==> config.mk <==
export PLATFORM = sky130hd
export DESIGN_NAME = sram_cmd_ctrl
export DESIGN_NICKNAME = d
export VERILOG_FILES = /design/src/rtl/sram_cmd_ctrl.sv
export SDC_FILE = /design/constraint.sdc
export NUM_CORES = 1
export LEC_CHECK = 0
export ABC_AREA = 1
export ABC_CLOCK_PERIOD_IN_PS = 3100
export BUFFER_PORTS_ARGS = -buffer_cell sky130_fd_sc_hd__buf_4
export CAP_MARGIN = 20
export CORE_ASPECT_RATIO = 2
export CORE_MARGIN = 2
export CORE_UTILIZATION = 50
export CTS_CLUSTER_DIAMETER = 50
export CTS_CLUSTER_SIZE = 12
export DETAILED_ROUTE_END_ITERATION = 16
export HOLD_SLACK_MARGIN = 0.1
export PLACE_DENSITY = 0.84
export SETUP_SLACK_MARGIN = 0.3
export SLEW_MARGIN = 10
export SYNTH_ARGS = -nofsm -noshare
export SYNTH_HDL_FRONTEND = slang
export SYNTH_SLANG_ARGS = --single-unit
==> constraint.sdc <==
create_clock -name clk -period 3.1 [get_ports clk]
set_input_delay 0.775 -clock clk [delete_from_list [all_inputs] [get_ports clk]]
set_output_delay 0.775 -clock clk [all_outputs]
set_load 0.01 [all_outputs]
==> src/rtl/sram_cmd_ctrl.sv <==
// sram_cmd_ctrl: byte-serial command decoder and sole master of the on-chip
// SRAM macro. Turns strobed command/data bytes into single-cycle read/write
// strobes, returns read data, and runs a hardware FILL over every address.
module sram_cmd_ctrl #(
  parameter int ADDR_W   = 5,
  parameter int DATA_W   = 8,
  parameter int READ_LAT = 1
) (
  input  logic              clk,
  input  logic              rst_n,
  input  logic [7:0]        cmd_byte,
  input  logic              cmd_strobe,
  output logic              busy,
  output logic [DATA_W-1:0] rd_data,
  output logic              rd_valid,
  output logic              err,
  output logic              sram_en,
  output logic              sram_we,
  output logic [ADDR_W-1:0] sram_addr,
  output logic [DATA_W-1:0] sram_din,
  input  logic [DATA_W-1:0] sram_dout
);

  typedef enum logic [2:0] {
    ST_IDLE  = 3'd0,
    ST_WDATA = 3'd1,
    ST_RD    = 3'd2,
    ST_WR    = 3'd3,
    ST_FILL  = 3'd4
  } state_t;

  localparam logic [1:0]        LAT_CNT  = 2'(READ_LAT);
  localparam logic [ADDR_W-1:0] ADDR_MAX = {ADDR_W{1'b1}};
  localparam logic [ADDR_W-1:0] ADDR_ONE = ADDR_W'(1);

  state_t              state_r, state_s;
  logic                strobe_q_r;
  logic                fill_op_r, fill_op_s;
  logic [ADDR_W-1:0]   addr_r, addr_s;
  logic [DATA_W-1:0]   din_r, din_s;
  logic                en_r, en_s;
  logic                we_r, we_s;
  logic                busy_r, busy_s;
  logic [DATA_W-1:0]   rd_data_r, rd_data_s;
  logic                rd_valid_r, rd_valid_s;
  logic                err_r, err_s;
  logic [1:0]          cnt_r, cnt_s;
  logic                edge_s;
  logic                unused_ok_s;

  // Only a rising strobe delivers a byte; strobe_q resets high so a strobe
  // held through reset release is not mistaken for a new byte.
  assign edge_s      = cmd_strobe & ~strobe_q_r;
  assign unused_ok_s = ^cmd_byte;

  // Next-state and next-output logic; every output is registered from here.
  always_comb begin
    state_s    = state_r;
    fill_op_s  = fill_op_r;
    addr_s     = addr_r;
    din_s      = din_r;
    en_s       = 1'b0;
    we_s       = 1'b0;
    busy_s     = busy_r;
    rd_data_s  = rd_data_r;
    rd_valid_s = rd_valid_r;
    err_s      = err_r;
    cnt_s      = cnt_r;
    case (state_r)
      ST_IDLE: begin
        if (edge_s) begin
          rd_valid_s = 1'b0;
          case (cmd_byte[7:6])
            2'b00: err_s = 1'b0;
            2'b01: begin
              state_s = ST_RD;
              addr_s  = cmd_byte[ADDR_W-1:0];
              en_s    = 1'b1;
              busy_s  = 1'b1;
              cnt_s   = 2'd0;
            end
            2'b10: begin
              state_s   = ST_WDATA;
              addr_s    = cmd_byte[ADDR_W-1:0];
              fill_op_s = 1'b0;
            end
            2'b11: begin
              state_s   = ST_WDATA;
              addr_s    = cmd_byte[ADDR_W-1:0];
              fill_op_s = 1'b1;
            end
            default: state_s = ST_IDLE;
          endcase
        end else begin
          state_s = ST_IDLE;
        end
      end
      ST_WDATA: begin
        if (edge_s) begin
          din_s  = cmd_byte;
          en_s   = 1'b1;
          we_s   = 1'b1;
          busy_s = 1'b1;
          if (fill_op_r) begin
            state_s = ST_FILL;
            addr_s  = {ADDR_W{1'b0}};
          end else begin
            state_s = ST_WR;
          end
        end else begin
          state_s = ST_WDATA;
        end
      end
      ST_RD: begin
        // Enable was a one-cycle pulse; now wait out the macro latency.
        if (cnt_r == LAT_CNT) begin
          rd_data_s  = sram_dout;
          rd_valid_s = 1'b1;
          busy_s     = 1'b0;
          state_s    = ST_IDLE;
        end else begin
          cnt_s = cnt_r + 2'd1;
        end
      end
      ST_WR: begin
        busy_s  = 1'b0;
        state_s = ST_IDLE;
      end
      ST_FILL: begin
        if (addr_r == ADDR_MAX) begin
          addr_s  = {ADDR_W{1'b0}};
          busy_s  = 1'b0;
          state_s = ST_IDLE;
        end else begin
          addr_s = addr_r + ADDR_ONE;
          en_s   = 1'b1;
          we_s   = 1'b1;
        end
      end
      default: begin
        state_s = ST_IDLE;
        busy_s  = 1'b0;
      end
    endcase
    // A byte arriving while busy is discarded; only the error flag records it.
    if (edge_s && busy_r) begin
      err_s = 1'b1;
    end else begin
      err_s = err_s;
    end
  end

  // State and output registers with synchronous active-low reset.
  always_ff @(posedge clk) begin
    if (!rst_n) begin
      state_r    <= ST_IDLE;
      strobe_q_r <= 1'b1;
      fill_op_r  <= 1'b0;
      addr_r     <= {ADDR_W{1'b0}};
      din_r      <= {DATA_W{1'b0}};
      en_r       <= 1'b0;
      we_r       <= 1'b0;
      busy_r     <= 1'b0;
      rd_data_r  <= {DATA_W{1'b0}};
      rd_valid_r <= 1'b0;
      err_r      <= 1'b0;
      cnt_r      <= 2'd0;
    end else begin
      state_r    <= state_s;
      strobe_q_r <= cmd_strobe;
      fill_op_r  <= fill_op_s;
      addr_r     <= addr_s;
      din_r      <= din_s;
      en_r       <= en_s;
      we_r       <= we_s;
      busy_r     <= busy_s;
      rd_data_r  <= rd_data_s;
      rd_valid_r <= rd_valid_s;
      err_r      <= err_s;
      cnt_r      <= cnt_s;
    end
  end

  assign busy      = busy_r;
  assign rd_data   = rd_data_r;
  assign rd_valid  = rd_valid_r;
  assign err       = err_r;
  assign sram_en   = en_r;
  assign sram_we   = we_r;
  assign sram_addr = addr_r;
  assign sram_din  = din_r;

endmodule

==> run metrics <==
result of the run=finished clean; number of antenna violations at the first check in global routing=0; Longest Clk Path Bufs=2; Avg WL per Cell=approximately 11 um; Crit Path Class=reg -> reg; aggregate global routing overflow=0; residual DRC count=0; Pwr per Cell Area=~470 nW/um^2; highest fanout seen on the critical path=8; CP Capture Type=flip-flop; total routing usage reported by global routing=21.6%; via density per instance=~5.0; y dimension of the die=a little over 80 um; most instantiated flip-flop cell in the synthesis netlist=sky130_fd_sc_hd__dfxtp_1; setup total negative slack=0 ns; number of antenna diodes=0; CTS sink cnt=33; synthesized cell area=about 1500 um^2; multi-input gate area in the final layout=718 um^2; quantity of I/O buffers inserted on ports=44; R2R Setup Slk=1.45 ns; first-pass GRT wire length=5590 um; share of power burned in registers=around half; total wire length after detailed routing=~3400 um; internal power component=between 0.0006 and 0.0007 W; gate count of the mapped netlist=216; register area share after synthesis=a little over two fifths; count of final hold-check violations=0; Synth Register Bits=33; H-tree levels=2; number of unique standard cell types used by synthesis=22; f_max=606 MHz; starting density of the core=between 50 and 60%; post-route cell area=slightly below 2000 um^2; Core Rows=28; # setup viols final=0; residual antenna-violating net count after detailed routing=0; Vias=~1500; TritonCTS clock tree=built; mean instance size in the synthesized netlist=~7.0 um^2; Worst Skew=between 0.004 and 0.005 ns; area of all sequential standard cells=661 um^2; critical register-to-register path startpoint=sram_addr[0]; fin nets=286; combinational group share of total power=about an eighth; Die X=between 40 and 50 um; clock network fraction of total power=a little under two fifths; fraction of power spent switching nets=between 20 and 25%; number of filler instances in the final layout=roughly 270; post-cts gate resize count=0; clock buffer count from CTS=5; tightest slew margin relative to the limit=a little under 80%; standard cell core area=around 2900 um^2; type of the tightest min-delay check=reg -> reg; routability congestion estimate=~0.86; setup fix buffers added after clock tree synthesis=0; reg2reg path depth=10; half-perimeter wire length after placement=2610 um; clock-pin slew on the worst setup and hold paths=about 0.06 ns; setup repair after global routing missed its margin=no; worst setup path endpoint=sram_addr[2]; Final Cycle Share=between 50% and 60%; data required time at the worst endpoint=3.32 ns; Die ar.=roughly 3500 um^2; number of buffers inserted for hold repair after clock tree synthesis=0; Post-DP Area=between 1500 and 2000 um^2; worst supply voltage drop on vdd=~0.46 mV; actual transition at the worst max-transition pin=roughly 0.32 ns; number of global-route vias before repair=around 1300; reg2reg end=sram_addr[2]; DRT Pass-1 Iters=5; number of placed I/O pins=between 40 and 50; number of synthesis warnings=0; largest net degree at the start of global routing=27; final number of max-transition violations=0; core occupancy in the finished layout=slightly below 70%; initial drt markers=38; max-cap viol count=0; Area growth syn-to-layout=29.5%; critical path startpoint category=flip-flop; final critical path time including I/O delays and setup=approximately 1.7 ns; fraction of registers with async set or reset after synthesis=0%; leak pwr=approximately 0.96 nW; count of flip-flops with a built-in enable after synthesis=0; worst path arrival time=approximately 1.9 ns; switching pwr=~0.00022 W; worst skew pair latency=between 0.2 and 0.3 ns; post-synth net total=about 240; source of the critical timing path=sram_addr[0]; Clock Root Buffer=sky130_fd_sc_hd__clkbuf_8; fraction of final layout cells sized beyond drive strength 1=23.0%
-- worst max-delay path, cell delays in order, from the launching register on --
cell                       delay, ns
sky130_fd_sc_hd__dfxtp_1        0.35
sky130_fd_sc_hd__ha_1           0.23
sky130_fd_sc_hd__nand2_1        0.09
sky130_fd_sc_hd__nor2_1         0.05
sky130_fd_sc_hd__ha_1           0.18
sky130_fd_sc_hd__nand3b_2       0.30
sky130_fd_sc_hd__nor2_1         0.14
sky130_fd_sc_hd__nand2_1        0.06
sky130_fd_sc_hd__nand2_1        0.07
sky130_fd_sc_hd__nor2_1         0.04
sky130_fd_sc_hd__nor2_1         0.09
-- power groups by stage --
stage	Clock [W]	Combinational, W	Sequential (W)
after global routing	0.000374	0.000128	0.000452
after floorplan	0	0.0000626	0.000462
after detailed placement	0	0.000113	0.000459
final	0.000351	0.000113	0.000450
after global placement	0	0.000111	0.000459
after CTS	0.000357	0.000114	0.000450
-- registers in the layout, summed over array words and instances (netlist names) --
register    flops
sram_en         1
sram_we         1
busy            1
cnt_r           2
sram_din        8
strobe_q_r      1
state_r         3
fill_op_r       1
rd_valid        1
sram_addr       5
rd_data         8
err             1
-- worst min-delay path by stage --
stage,startpoint,to,cells after the start
after floorplan,rd_data[0],rd_data[0],2
after global placement,rd_data[4],rd_data[4],2
after detailed placement,rd_data[3],rd_data[3],2
after CTS,rd_data[3],rd_data[3],2
after global routing,rd_data[6],rd_data[6],2
final,rd_data[3],rd_data[3],2
-- layout make-up --
| class | count | share of cell area [%] |
|---|---|---|
| multi-input cells | 150 | 36.6 |
| flip-flops and latches | 33 | 33.7 |
| repair buffers | 44 | 16.8 |
| inverters | 30 | 5.74 |
| clock buffers | 7 | 4.91 |
| well taps | 30 | 1.91 |
| clock inverters | 1 | 0.255 |
-- per-layer routing --
| metal | part of all wire (%) | vias to the layer above | track usage (%) |
|---|---|---|---|
| met5 | 0 | - | 0 |
| met4 | 2.3 | 0 | 10.0 |
| met3 | 5.3 | 10 | 7.25 |
| met2 | 55 | 37 | 40.9 |
| met1 | 37 | 650 | 19.9 |
| li1 | - | 771 | - |
-- logic make-up (layout without fill, tap and decap cells) --
logic type / after synthesis / after routing / share of synthesized area, %
AOI/OAI and AO/OA: 38 / 38 / 13.1
and+or+nand+nor: 109 / 109 / 31.8
DFF: 33 / 33 / 43.6
buffers and inverters: 33 / 82 / 8.92
adders and majority gates: 3 / 3 / 2.48
-- per-stage QoR --
step | instances | worst slack, ns | power, W | hold WS [ns]
after global routing | 295 | 1.29 | 0.000954 | 0.464
after floorplan | 216 | 1.52 | 0.000524 | 0.467
after CTS | 295 | 1.45 | 0.000921 | 0.444
after detailed placement | 287 | 1.26 | 0.000573 | 0.435
after global placement | 287 | 1.32 | 0.000570 | 0.432
final | 295 | 1.45 | 0.000914 | 0.444
-- synth_stat cells, types with 2 or more instances --
cell | count | area [um^2]
sky130_fd_sc_hd__inv_1 | 28 | 105
sky130_fd_sc_hd__dfxtp_1 | 33 | 661
sky130_fd_sc_hd__o21ai_0 | 18 | 90.1
sky130_fd_sc_hd__ha_1 | 3 | 37.5
sky130_fd_sc_hd__nor2_4 | 3 | 33.8
sky130_fd_sc_hd__nor2_1 | 43 | 161
sky130_fd_sc_hd__a21oi_1 | 16 | 80.1
sky130_fd_sc_hd__a211oi_1 | 2 | 15.0
sky130_fd_sc_hd__nand3_2 | 2 | 20.0
sky130_fd_sc_hd__nand2_1 | 49 | 184
sky130_fd_sc_hd__nand3_1 | 8 | 40.0
-- placed cells by master, fill, tap and decap left out, types with 2 or more instances in the layout --
master                     count
sky130_fd_sc_hd__nor2_4        3
sky130_fd_sc_hd__clkbuf_8      7
sky130_fd_sc_hd__inv_1        28
sky130_fd_sc_hd__dfxtp_1      33
sky130_fd_sc_hd__a211oi_1      2
sky130_fd_sc_hd__nand3_1       8
sky130_fd_sc_hd__a21oi_1      16
sky130_fd_sc_hd__buf_4        44
sky130_fd_sc_hd__nor2_1       43
sky130_fd_sc_hd__nand2_1      49
sky130_fd_sc_hd__o21ai_0      18
sky130_fd_sc_hd__nand3_2       2
sky130_fd_sc_hd__ha_1          3
Note: power is estimated with default switching activity, not from simulation.
